[src/rtl/uart_cmd_rx.sv]
// uart_cmd_rx
// 8N1 serial receiver that feeds the command parser. It recovers one ASCII
// character per frame from the host RX line. Each good character appears on
// cmd, and rd strobes for one clock on the cycle after cmd changes. A frame
// whose stop bit reads low is dropped and flagged with frame_err, and never
// strobed.
//
// Parameters:
//   CLK_FREQ  system clock frequency in Hz
//   BAUD      line rate; CLKS_PER_BIT = CLK_FREQ / BAUD, must be >= 8
// Ports:
//   clk        system clock, all logic on the rising edge
//   rst        synchronous active-high reset; aborts any frame in progress
//   rx         asynchronous serial line, idle high
//   cmd[7:0]   last correctly framed character, held until the next good one
//   rd         one-cycle strobe, one clock after cmd updates
//   busy       high whenever the receiver is not idle
//   frame_err  one-cycle pulse when a stop bit is sampled low
module uart_cmd_rx #(
  parameter int CLK_FREQ = 50_000_000,
  parameter int BAUD     = 115_200
) (
  input  logic       clk,
  input  logic       rst,
  input  logic       rx,
  output logic [7:0] cmd,
  output logic       rd,
  output logic       busy,
  output logic       frame_err
);

  localparam int CLKS_PER_BIT = CLK_FREQ / BAUD;
  localparam int CNT_W        = $clog2(CLKS_PER_BIT);
  localparam logic [CNT_W-1:0] BIT_LAST  = CNT_W'(CLKS_PER_BIT - 1);
  localparam logic [CNT_W-1:0] HALF_LAST = CNT_W'(CLKS_PER_BIT / 2 - 1);

  typedef enum logic [2:0] {
    IDLE,
    START,
    DATA,
    STOP,
    STROBE,
    WAIT_IDLE
  } state_t;

  state_t           state;
  state_t           next_state;
  logic             rx_meta;
  logic             rx_s;
  logic [CNT_W-1:0] bit_cnt;
  logic [2:0]       bit_idx;
  logic [7:0]       sh;

  logic cnt_clr;
  logic idx_clr;
  logic shift_en;
  logic load_cmd;
  logic ferr_set;
  logic bit_done;
  logic half_done;

  // Two-flop synchroniser; both stages reset high so that reset release
  // with an idle line does not look like a start bit.
  always_ff @(posedge clk) begin
    if (rst) begin
      rx_meta <= 1'b1;
      rx_s    <= 1'b1;
    end else begin
      rx_meta <= rx;
      rx_s    <= rx_meta;
    end
  end

  always_ff @(posedge clk) begin
    if (rst) state <= IDLE;
    else     state <= next_state;
  end

  assign bit_done  = (bit_cnt == BIT_LAST);
  assign half_done = (bit_cnt == HALF_LAST);

  // The START check lands half a bit after the start edge. Every later
  // sample is a whole bit after the previous one, so all samples sit at
  // bit centres.
  always_comb begin
    next_state = state;
    cnt_clr    = 1'b0;
    idx_clr    = 1'b0;
    shift_en   = 1'b0;
    load_cmd   = 1'b0;
    ferr_set   = 1'b0;
    busy       = (state != IDLE);
    case (state)
      IDLE: begin
        if (!rx_s) begin
          next_state = START;
          cnt_clr    = 1'b1;
        end
      end
      START: begin
        if (half_done) begin
          if (rx_s) begin
            next_state = IDLE;
          end else begin
            next_state = DATA;
            cnt_clr    = 1'b1;
            idx_clr    = 1'b1;
          end
        end
      end
      DATA: begin
        if (bit_done) begin
          shift_en = 1'b1;
          cnt_clr  = 1'b1;
          if (bit_idx == 3'd7) next_state = STOP;
        end
      end
      STOP: begin
        if (bit_done) begin
          cnt_clr = 1'b1;
          if (rx_s) begin
            load_cmd   = 1'b1;
            next_state = STROBE;
          end else begin
            ferr_set   = 1'b1;
            next_state = WAIT_IDLE;
          end
        end
      end
      STROBE:    next_state = IDLE;
      WAIT_IDLE: if (rx_s) next_state = IDLE;
      default:   next_state = IDLE;
    endcase
  end

  // rd is registered from the STROBE state, so it rises one clock after
  // cmd is loaded. The consumer therefore sees a settled cmd at the rd edge.
  always_ff @(posedge clk) begin
    if (rst) begin
      bit_cnt   <= '0;
      bit_idx   <= 3'd0;
      sh        <= 8'h00;
      cmd       <= 8'h00;
      rd        <= 1'b0;
      frame_err <= 1'b0;
    end else begin
      if (cnt_clr)             bit_cnt <= '0;
      else if (state != IDLE)  bit_cnt <= bit_cnt + CNT_W'(1);
      if (idx_clr)             bit_idx <= 3'd0;
      else if (shift_en)       bit_idx <= bit_idx + 3'd1;
      if (shift_en)            sh      <= {rx_s, sh[7:1]};
      if (load_cmd)            cmd     <= sh;
      rd        <= (state == STROBE);
      frame_err <= ferr_set;
    end
  end

endmodule

[config.mk]
export PLATFORM = sky130hd
export DESIGN_NAME = uart_cmd_rx
export DESIGN_NICKNAME = d
export VERILOG_FILES = /design/src/rtl/uart_cmd_rx.sv
export SDC_FILE = /design/constraint.sdc
export NUM_CORES = 1
export LEC_CHECK = 0
export BUFFER_PORTS_ARGS = -buffer_cell sky130_fd_sc_hd__buf_2
export CAP_MARGIN = 20
export CORE_AREA = 2 2 83 77
export DETAILED_ROUTE_END_ITERATION = 12
export DIE_AREA = 0 0 85 79
export PLACE_DENSITY_LB_ADDON = 0.3
export SKIP_LAST_GASP = 1
export SYNTH_ARGS = -nofsm -noshare
export SYNTH_HDL_FRONTEND = slang
export SYNTH_SLANG_ARGS = --single-unit
[constraint.sdc]
create_clock -name clk -period 2 [get_ports clk]
set_input_delay 0.2 -clock clk [delete_from_list [all_inputs] [get_ports clk]]
set_output_delay 0.2 -clock clk [all_outputs]
set_load 0.05 [all_outputs]
* Yosys cells after proc, flatten, opt, wreduce, memory -nomap -nowiden
Cells that the tools add are included.
** Storage, ports and cells
- Word-level logic and storage cells :: 52
- Input bits :: 3
- Register bits after elaboration :: 35
** Cells by class
- Bitwise logic cells :: 2
- Muxes and demuxes :: 18
- $add $sub $neg :: 2
- Equality and inequality tests :: 14
- Reduce and logical (&&, ||, !) cells :: 7
** Operators with widths (number)
- 2-to-1 mux 3 bit :: 6
- case mux 3 bit (5 select lines) :: 1
- != test 2 bit, second input constant :: 6
- adder 9 x 1 -> 9 bit, second input constant :: 1
- == test 3 bit, second input constant :: 3
- == test 9 x 8 -> 1 bit, second input constant :: 1
- == test 9 bit, second input constant :: 1
- 2-to-1 mux 1 bit :: 9
- == test 3 x 2 -> 1 bit, second input constant :: 2
- AND reduction 6 bit :: 1
- OR reduction 2 bit :: 3
- adder 3 x 1 -> 3 bit, second input constant :: 1
- == test 3 x 1 -> 1 bit, second input constant :: 1
- zero test 3 bit :: 1
- case mux 1 bit (3 select lines) :: 1
- nonzero test 3 bit :: 1
- OR reduction 3 bit :: 1
- 2-to-1 mux 2 bit :: 1
- inverter 1 bit :: 2

* Depth between registers and ports, before layout
- Word-level depth :: 4
- Depth in mapped cells :: 6

* Worst setup path before layout
Ideal clock, no wire load.
- Kind :: register to register
- From :: reg rx_s
- To :: reg bit_cnt[0]
- Arrival :: 1379 ps
- Buffers on the path :: 1
- Period minus slack after synthesis :: 1507 ps
- Setup time :: 128 ps
- Path slack :: 493 ps
- Stages on the path, launching flop included :: 5
- Cells stage by stage :: dfxtp_1 -> or4b_1 -> o31ai_2 -> buf_2 -> nor3_1
** On the way
- Word-level cells in the longest chain between the ends :: 4
** RTL lines
- start: declaration :: RTL line 49 : logic rx_s;
- start signal: assignment :: RTL line 70 : rx_s <= rx_meta;
- 2-to-1 mux 1 bit (*) :: RTL line 95, 102
- 2-to-1 mux 1 bit :: RTL line 101 : if (half_done) begin
- case mux 1 bit (3 select lines) (*) :: RTL line 93 : case (state)
- OR reduction 2 bit (no source line) (*)
- end signal: assignment :: RTL line 148 : else if (state != IDLE) bit_cnt <= bit_cnt + CNT_W'(1);
- end: declaration :: RTL line 50 : logic [CNT_W-1:0] bit_cnt;
Every way passes the cells marked *; elsewhere a longest branch is shown, timed or not.
A chain may end at the register's enable or synchronous reset.

* Final worst setup path
- From :: reg state[2]
- To :: out busy
** On the way
- Word-level cells in the longest chain between the ends :: 1
** RTL lines
- start: declaration :: RTL line 46 : state_t state;
- start signal: assignment :: RTL line 76 : else state <= next_state;
- nonzero test 3 bit :: RTL line 92 : busy = (state != IDLE);
- end: declaration :: RTL line 28 : output logic busy,
No other way between the ends.

==> flow_summary.yaml <==
status:
  status: "completed"
global_route:
  grt_pass1_wl_mm: 6.94
  grt_pass1_vias: 1392
  gr-total-overflow: 0
  antenna_found_initial: 0
  grt_max_degree: 25
  grt_usage_pct: 12.7
sta:
  period_needed_ps: 1850
  final_hold_viol_count: 0
  clock.fmax_ghz: 0.542
  rsz0062_at_grt: "no"
  slew_headroom_pct: 58.4
  tightest_slew_ps: 614
  drv_slew: 0
  fin_ws_ps: 154
  fin_crit_sh_pct: 92.3
  whs_ps: 94.9
  setup-tns-final_ps: 0
  setup_viol: 0
  finClkSkew_ps: 3.91
drt:
  routedWlPerCell_um: 14.4
  detailedRoute.firstPassIterationCount: 4
  ant_nets: 0
  num_vias: 1485
  routed_via_density: 5.42
  drc: 0
  wirelength_mm: 3.95
  drt_iter0_drc: 123
placement:
  dpl-instance-area_um2: 1870
  place_inst: 266
  hpwl_mm: 2.57
  globalplace.congestion: 0.745
  dp_worst_setup_slack_ps: 283
  io_buffers: 13
floorplan:
  die_y_um: 79
  dieWidth_um: 85
  start_util_pct: 29.2
  core_area_um2: 5910
  ios: 14
  rows: 27
  dieArea_um2: 6720
logic_synthesis:
  avgSynthCellArea_um2: 9.07
  ys_seq_area_share_pct: 40.6
  synthTopCellsByArea: "dfxtp_1, o31ai_1, nand4_1, a21oi_1, ha_1"
  synth_fp_nets: 198
  ys_seq_elements: 35
  synthCells: 190
  yosysTopAreaCell: "dfxtp_1"
  ys_warn_count: 0
  synth_edf_count: 0
  synth.most_common_cell: "dfxtp_1"
  ys.flop_type: "dfxtp_1"
  yosysUniqueCellTypes: 38
  synth_top_area_share_pct: 40.6
  synth_commonest_cells: "dfxtp_1, o31ai_1, nand4_1"
  syn-cell-area_um2: 1720
  async_flop_share_pct: 0
setup_path:
  crit_fanout: 14
  critical-path-max-stage-delay_ps: 570
  critical_path_class: "reg -> out"
  path_depth: 3
  cp-end-kind: "primary output"
  worstPathRequired_ps: 1800
  critPathLaunchType: "flop"
  cpMaxStageDelayCell: "nor3_2"
  path_buf_inv: 2
  arrival_ps: 1650
  r2r_cells: 3
  crit_chain: "nor3_2 -> inv_1 -> buf_2"
  crit_family: "simple AND/OR/NAND/NOR gates"
clocking:
  cts_buffers: 5
  h-tree-depth: 2
  hold_buffers: 0
  clock-sinks: 35
  clk_pin_slew_ps: 70
  insertion_delay_ps: 290
  cts_setup_buffers: 0
  cts_resized: 0
  cts.path.max_buffers: 2
  cts_root_buffer: "clkbuf_8"
  tritoncts: "done"
cells_and_area:
  drive_gt1_share_pct: 17.3
  stdcell_count: 274
  syn_to_final_growth_pct: 13.2
  stdcell_area_um2: 1950
  utilization_pct: 33.0
  nNetsFinal: 209
  diodes: 0
power_and_ir_drop:
  powerDensity_nw_per_um2: 648
  p_leak_nw: 0.655
  total_power_mw: 1.26
  vdd_drop_max_mv: 0.299
hold_path:
  min_path_type: "in -> reg"
  hold-path-cell-count: 2
run:
  maxCapViolCount: 0
## layer usage
metal / part of all wire [%] / track usage [%] / routed length (um)
met5: 0 / 0 / 0
met1: 52 / 18.1 / 2040
met2: 44 / 18.6 / 1720
met3: 3.1 / 2.49 / 123
met4: 1.6 / 5.24 / 65
## cell families after synthesis
family          count (synthesis)  share of synthesized area (%)
flops                          35                           40.6
buf+inv                        26                           6.39
xor+xnor                        3                           1.52
compound gates                 59                           22.9
mux                             1                          0.581
simple gates                   61                           24.4
fa+ha+maj                       5                           3.63
## cell type report
cell class	count	area (um^2)
Fill cell	618	3960
Multi-Input combinational cell	129	913
Sequential cell	35	701
Timing Repair Buffer	22	133
Tap cell	72	90.1
Clock buffer	6	72.6
Inverter	8	30.0
Clock inverter	2	12.5
## registers in the layout, indices dropped and copies added, names as in the netlist
register,count
rx_s,1
bit_idx,3
frame_err,1
bit_cnt,9
rd,1
sh,8
cmd,8
rx_meta,1
state,3
## final timing paths
check / from / end / slack [ps]
setup / recovery: state[2] / busy / 150
hold / removal: rx / rx_meta / 90
setup reg to reg: state[2] / bit_cnt[8] / 280
hold reg to reg: rx_meta / rx_s / 430
## placed cells by master, fill, tap and decap left out, drive strengths merged, types with 3 or more instances in the layout
master   n
a211oi   6
a21oi   20
buf     22
clkbuf   6
dfxtp   35
ha       5
inv      8
nand2    3
nand3    4
nand4   21
nand4b   3
nor3     5
nor4b    3
o21ai    4
o31ai   24
or3      3
or4      4
## where the power goes
| group | leakage [nW] | switching [mW] | internal (mW) |
|---|---|---|---|
| combinational | 0.332 | 0.0340 | 0.0175 |
| clock | 0.0412 | 0.262 | 0.243 |
| sequential | 0.282 | 0.00662 | 0.701 |
Power figures use the tool's default switching activity.
